File: src/rtl/branch_resolve_unit.sv
`default_nettype none
// ============================================================================
// Module      : branch_resolve_unit
// Description : Resolves EX-stage branches against their prediction. Emits
//               predictor updates and checkpoint release/restore, and runs
//               flush plus redirect-handshake recovery on a mispredict.
// Revision    : 1.0 - initial release
// ============================================================================
module branch_resolve_unit #(
    parameter int ADDRESS_WIDTH    = 32,
    parameter int COUNT_SIZE       = 4,
    parameter int CHECKPOINT_WIDTH = 2,
    parameter int FLUSH_CYCLES     = 2
) (
    input  logic                        i_Clk,
    input  logic                        i_Reset,
    input  logic                        i_Stall,
    input  logic                        i_Is_Branch,
    input  logic                        i_Taken,
    input  logic [ADDRESS_WIDTH-1:0]    i_PC,
    input  logic [ADDRESS_WIDTH-1:0]    i_Branch_Target,
    input  logic [1:0]                  i_Predictor,
    input  logic [COUNT_SIZE-1:0]       i_Pattern,
    input  logic [CHECKPOINT_WIDTH-1:0] i_Checkpoint,
    input  logic                        i_Redirect_Ack,
    output logic                        o_Flush,
    output logic                        o_Busy,
    output logic                        o_Redirect_Valid,
    output logic [ADDRESS_WIDTH-1:0]    o_Redirect_PC,
    output logic                        o_Restore_Valid,
    output logic                        o_Release_Valid,
    output logic [CHECKPOINT_WIDTH-1:0] o_Checkpoint,
    output logic                        o_Pred_Update_Valid,
    output logic [COUNT_SIZE-1:0]       o_Pred_Update_Pattern,
    output logic [1:0]                  o_Pred_Update_Value
);

    localparam int c_CNT_W = (FLUSH_CYCLES > 1) ? $clog2(FLUSH_CYCLES) : 1;
    localparam logic [c_CNT_W-1:0]       c_CNT_INIT = c_CNT_W'(FLUSH_CYCLES - 1);
    localparam logic [ADDRESS_WIDTH-1:0] c_PC_STEP  = ADDRESS_WIDTH'(4);

    localparam logic [1:0] c_ST_IDLE     = 2'd0;
    localparam logic [1:0] c_ST_FLUSH    = 2'd1;
    localparam logic [1:0] c_ST_WAIT_ACK = 2'd2;

    logic [1:0]                  r_state_q, w_state_d;
    logic [c_CNT_W-1:0]          r_cnt_q, w_cnt_d;
    logic                        r_redirect_valid_q, w_redirect_valid_d;
    logic [ADDRESS_WIDTH-1:0]    r_redirect_pc_q, w_redirect_pc_d;
    logic                        r_restore_q, w_restore_d;
    logic                        r_release_q, w_release_d;
    logic [CHECKPOINT_WIDTH-1:0] r_checkpoint_q, w_checkpoint_d;
    logic                        r_upd_valid_q, w_upd_valid_d;
    logic [COUNT_SIZE-1:0]       r_upd_pattern_q, w_upd_pattern_d;
    logic [1:0]                  r_upd_value_q, w_upd_value_d;

    logic                        w_resolve;
    logic                        w_mispredict;
    logic                        w_ack;
    logic                        w_cnt_zero;
    logic [ADDRESS_WIDTH-1:0]    w_correct_pc;
    logic [1:0]                  w_next_counter;

    // Only IDLE resolves; anything arriving during recovery is wrong-path.
    assign w_resolve    = (r_state_q == c_ST_IDLE) && i_Is_Branch && !i_Stall;
    assign w_mispredict = i_Taken ^ i_Predictor[1];
    assign w_correct_pc = i_Taken ? i_Branch_Target : (i_PC + c_PC_STEP);
    assign w_ack        = r_redirect_valid_q && i_Redirect_Ack;
    assign w_cnt_zero   = (r_cnt_q == '0);

    always_comb begin
        w_next_counter = i_Predictor;
        if (i_Taken) begin
            if (i_Predictor != 2'b11) w_next_counter = i_Predictor + 2'b01;
        end else begin
            if (i_Predictor != 2'b00) w_next_counter = i_Predictor - 2'b01;
        end
    end

    // ---------------------------------------------------------------- FSM
    always_ff @(posedge i_Clk or posedge i_Reset) begin
        if (i_Reset) r_state_q <= c_ST_IDLE;
        else         r_state_q <= w_state_d;
    end

    always_comb begin
        w_state_d = r_state_q;
        case (r_state_q)
            c_ST_IDLE: begin
                if (w_resolve && w_mispredict) w_state_d = c_ST_FLUSH;
            end
            c_ST_FLUSH: begin
                // A cleared redirect means the ack already arrived during FLUSH.
                if (!i_Stall && w_cnt_zero)
                    w_state_d = (!r_redirect_valid_q || w_ack) ? c_ST_IDLE : c_ST_WAIT_ACK;
            end
            c_ST_WAIT_ACK: begin
                if (w_ack) w_state_d = c_ST_IDLE;
            end
            default: w_state_d = c_ST_IDLE;
        endcase
    end

    always_comb begin
        o_Flush = (r_state_q != c_ST_IDLE);
        o_Busy  = (r_state_q != c_ST_IDLE);
    end

    // ----------------------------------------------------------- datapath
    always_comb begin
        w_cnt_d            = r_cnt_q;
        w_redirect_valid_d = r_redirect_valid_q;
        w_redirect_pc_d    = r_redirect_pc_q;
        w_restore_d        = 1'b0;
        w_release_d        = 1'b0;
        w_checkpoint_d     = r_checkpoint_q;
        w_upd_valid_d      = 1'b0;
        w_upd_pattern_d    = r_upd_pattern_q;
        w_upd_value_d      = r_upd_value_q;

        if (w_resolve) begin
            w_upd_valid_d   = 1'b1;
            w_upd_pattern_d = i_Pattern;
            w_upd_value_d   = w_next_counter;
            w_checkpoint_d  = i_Checkpoint;
            if (w_mispredict) begin
                w_restore_d        = 1'b1;
                w_redirect_valid_d = 1'b1;
                w_redirect_pc_d    = w_correct_pc;
                w_cnt_d            = c_CNT_INIT;
            end else begin
                w_release_d = 1'b1;
            end
        end else begin
            if (w_ack) w_redirect_valid_d = 1'b0;
            if ((r_state_q == c_ST_FLUSH) && !i_Stall && !w_cnt_zero)
                w_cnt_d = r_cnt_q - c_CNT_W'(1);
        end
    end

    always_ff @(posedge i_Clk or posedge i_Reset) begin
        if (i_Reset) begin
            r_cnt_q            <= '0;
            r_redirect_valid_q <= 1'b0;
            r_redirect_pc_q    <= '0;
            r_restore_q        <= 1'b0;
            r_release_q        <= 1'b0;
            r_checkpoint_q     <= '0;
            r_upd_valid_q      <= 1'b0;
            r_upd_pattern_q    <= '0;
            r_upd_value_q      <= '0;
        end else begin
            r_cnt_q            <= w_cnt_d;
            r_redirect_valid_q <= w_redirect_valid_d;
            r_redirect_pc_q    <= w_redirect_pc_d;
            r_restore_q        <= w_restore_d;
            r_release_q        <= w_release_d;
            r_checkpoint_q     <= w_checkpoint_d;
            r_upd_valid_q      <= w_upd_valid_d;
            r_upd_pattern_q    <= w_upd_pattern_d;
            r_upd_value_q      <= w_upd_value_d;
        end
    end

    assign o_Redirect_Valid      = r_redirect_valid_q;
    assign o_Redirect_PC         = r_redirect_pc_q;
    assign o_Restore_Valid       = r_restore_q;
    assign o_Release_Valid       = r_release_q;
    assign o_Checkpoint          = r_checkpoint_q;
    assign o_Pred_Update_Valid   = r_upd_valid_q;
    assign o_Pred_Update_Pattern = r_upd_pattern_q;
    assign o_Pred_Update_Value   = r_upd_value_q;

endmodule
`default_nettype wire

File: config.mk
export PLATFORM = sky130hd
export DESIGN_NAME = branch_resolve_unit
export DESIGN_NICKNAME = d
export VERILOG_FILES = /design/src/rtl/branch_resolve_unit.sv
export SDC_FILE = /design/constraint.sdc
export NUM_CORES = 1
export LEC_CHECK = 0
export BUFFER_PORTS_ARGS = -buffer_cell sky130_fd_sc_hd__buf_4
export CAP_MARGIN = 20
export CORE_MARGIN = 2
export CORE_UTILIZATION = 35
export CTS_BUF_LIST = sky130_fd_sc_hd__clkbuf_4 sky130_fd_sc_hd__clkbuf_8
export DETAILED_ROUTE_END_ITERATION = 8
export PLACE_DENSITY = 0.67
export RECOVER_POWER = 50
export SYNTH_ARGS = -nofsm -noshare
export SYNTH_HDL_FRONTEND = slang
export SYNTH_SLANG_ARGS = --single-unit
File: constraint.sdc
create_clock -name i_Clk -period 3.9 [get_ports i_Clk]
set_input_delay 0.78 -clock i_Clk [delete_from_list [all_inputs] [get_ports i_Clk]]
set_output_delay 0.78 -clock i_Clk [all_outputs]
set_load 0.1 [all_outputs]
==> impl_metrics.py <==
metrics = {
    "worst_setup_path": {
        "arrival_ns": 2.61,
        "worstSetupPathType": "in -> reg",
        "cp_num_buf_inv": 2,
        "cp-start-kind": "input port",
        "end_kind": "flop",
        "cp_cell_sequence": "buf_4, xor2_1, nand2_1, inv_2, nand2_1, o211ai_1",
        "required_ns": 4.11,
        "cp_top_family": "buffers and inverters",
        "crit_top_cell": "nand2_1",
        "crit_path_max_fanout": 44,
        "cpMaxStageDelayCell": "nand2_1",
        "critPathMaxStageDelay_ns": 0.44,
    },
    "logic_synthesis": {
        "synth.avg_cell_area_um2": 9.28,
        "synth_cell_types": 38,
        "synth_top_area_share_pct": 44.0,
        "syn_nets": 367,
        "synth.largest_area_cell": "dfrtp_1",
        "synth_area_um2": 2670,
        "yosys_warnings": 0,
        "synthCells": 288,
        "synth.yosys.seq_area_share_pct": 44.0,
        "yosys_register_bits": 47,
        "ys_top_cells_by_area": "dfrtp_1, xnor2_1, nand2_1",
    },
    "cts": {
        "holdBufCountCts": 0,
        "clk_path_buf_depth": 2,
        "clock_sinks": 47,
        "postCtsSetupBuffers": 0,
        "cts_tree": "yes",
        "root_buffer": "clkbuf_8",
        "path_clk_slew_ns": 0.09,
        "htree_levels": 2,
        "insertion_delay_ns": 0.29,
        "cts_resized": 0,
        "cts_buffers": 5,
    },
    "sta": {
        "worst_pin_slew_ns": 1.19,
        "finClkSkew_ns": 0.00638,
        "worst_slack_ns": 1.50,
        "finalCriticalPeriod_ns": 2.40,
        "setup_tns_ns": 0,
        "final-hold-violation-count": 0,
        "maxSlewViolCount": 0,
        "fin_crit_sh_pct": 61.6,
        "setup_violations": 0,
        "fmax_ghz": 0.416,
        "slew-limit-headroom_pct": 21.3,
        "rsz0062_at_grt": "no",
    },
    "layout": {
        "fin_nets": 483,
        "drive_gt1_share_pct": 34.3,
        "diodes": 0,
        "syn_to_final_growth_pct": 38.6,
        "final_area_um2": 3700,
        "final_cells": 504,
    },
    "job": {
        "max_cap_viol_count": 0,
    },
    "power_and_ir_drop": {
        "ir_drop_v": 0.000527,
        "p_leak_nw": 1.68,
        "power_density_nw_per_um2": 945,
        "p_total_mw": 3.50,
    },
    "routing": {
        "drtIter0Drc": 92,
        "route.detailed.drc": 0,
        "firstDrtPassIters": 4,
        "routed_wirelength_um": 7220,
        "antenna_left": 0,
        "routedWlPerCell_um": 14.3,
        "num_vias": 2478,
        "viasPerCell": 4.92,
    },
    "grt": {
        "antenna_found_initial": 0,
        "overflow": 0,
        "first_global_vias": 2341,
        "track_usage_pct": 17.2,
        "grt_max_degree": 48,
        "grt_pass1_wl_um": 11500,
    },
    "placement": {
        "pre_cts_slack_ns": 1.20,
        "port_buffers": 123,
        "place_area_um2": 3650,
        "dp.cells": 495,
        "hpwlAfterDp_um": 5420,
        "place.gp.congestion": 0.839,
    },
    "floorplanning": {
        "core-area_um2": 7330,
        "die-area_um2": 8350,
        "die_y_um": 91.4,
        "die_width_um": 91.4,
        "rows": 31,
        "ios": 124,
        "start_util_pct": 36.5,
    },
    "status": {
        "status": "finished, final reports clean",
    },
    "worst_hold_path": {
        "hp-class": "in -> async",
    },
}
-- cell usage in the layout (no fill, tap or decap), drive strengths merged, types with 9 or more instances in the layout --
cell      n
dfrtp    47
o21ai    24
mux2     10
nand2    32
inv      11
nor4      9
clkbuf   21
o22ai    10
buf     111
nand3    13
xnor2    21
nor2     23
a21oi    20
-- registers in the layout, indices dropped and copies added, names as in the netlist --
signal and count:
o_Pred_Update_Value 2, o_Checkpoint 2, o_Redirect_PC 32, o_Release_Valid 1
o_Pred_Update_Valid 1, r_cnt_q 1, o_Pred_Update_Pattern 4, r_state_q 2
o_Redirect_Valid 1, o_Restore_Valid 1
-- where the power goes --
part           total [mW]  switching (mW)  leakage, nW  internal (mW)
Sequential          0.829           0.124        0.569          0.705
Combinational        2.36            1.92         1.07          0.440
Clock               0.310           0.165       0.0474          0.145
-- routing by layer --
metal  vias to the layer above  wire (um)  part of all wire [%]  global-route usage [%]
met4                         0         40                  0.55                    3.16
met5                         -          0                     0                       0
met1                      1147       3180                    44                    23.3
met3                         4        511                   7.1                    4.07
met2                        88       3480                    48                    28.2
li1                       1239          -                     -                       -
-- stage by stage --
stage	util (%)	hold slack (ns)
floorplan	-	0.482
global placement	49.8	0.465
detailed placement	49.8	0.471
CTS	51.2	0.492
global route	50.5	0.400
finish	50.5	0.398
-- final cells by class --
class                      count  area, um^2
fill                         729        3630
multi-input combinational    213        1360
sequential                    47        1180
timing repair buffer         126         906
tap                           99         124
clock buffer                   6        82.6
inverter                      11        41.3
clock inverter                 2        16.3
-- worst paths after layout --
check | end | from | cells past startpoint | slack, ns
worst min-delay path | o_Redirect_Valid | i_Reset | 2 | 0.40
max in group asynchronous | o_Redirect_PC[16] | i_Reset | 3 | 3.01
worst max register to register | o_Redirect_PC[12] | r_state_q[0] | 5 | 1.69
min in group i_Clk | o_Redirect_PC[9] | o_Redirect_PC[9] | 2 | 0.48
worst max-delay path | o_Redirect_PC[12] | i_Taken | 6 | 1.50
worst min register to register | o_Redirect_PC[9] | o_Redirect_PC[9] | 2 | 0.48
-- cells by family (layout without fill, tap and decap cells) --
group,Yosys count,count (layout),share of synthesized area [%]
and+or+nand+nor,105,105,21.8
AOI/OAI and AO/OA,59,59,12.0
DFF,47,47,44.0
xor gates and xnor gates,28,28,9.18
buffers and inverters,28,145,4.59
muxes,18,18,7.21
adders and majority gates,3,3,1.22
-- cells in the mapped netlist --
cell type / n
maj3_1: 2
nor2_1: 23
buf_1: 1
a21oi_1: 20
buf_6: 1
and3_1: 6
nand4_4: 1
o22ai_1: 10
mux2_2: 10
o21ai_0: 18
o21ai_1: 6
o21a_1: 1
xnor2_1: 21
or2_2: 1
nand3b_1: 1
clkbuf_1: 11
nor4_1: 3
nor4b_4: 1
inv_2: 1
nand2b_1: 2
and4_1: 3
ha_1: 1
inv_1: 10
buf_4: 2
nand4_1: 4
buf_2: 2
o22a_1: 1
nor4_2: 5
nand2_1: 32
o31ai_1: 1
dfrtp_1: 47
o211ai_1: 2
nand3_1: 13
mux2i_1: 8
nor3_1: 7
or3_1: 2
nor4_4: 1
xor2_1: 7
Power figures use the tool's default switching activity.
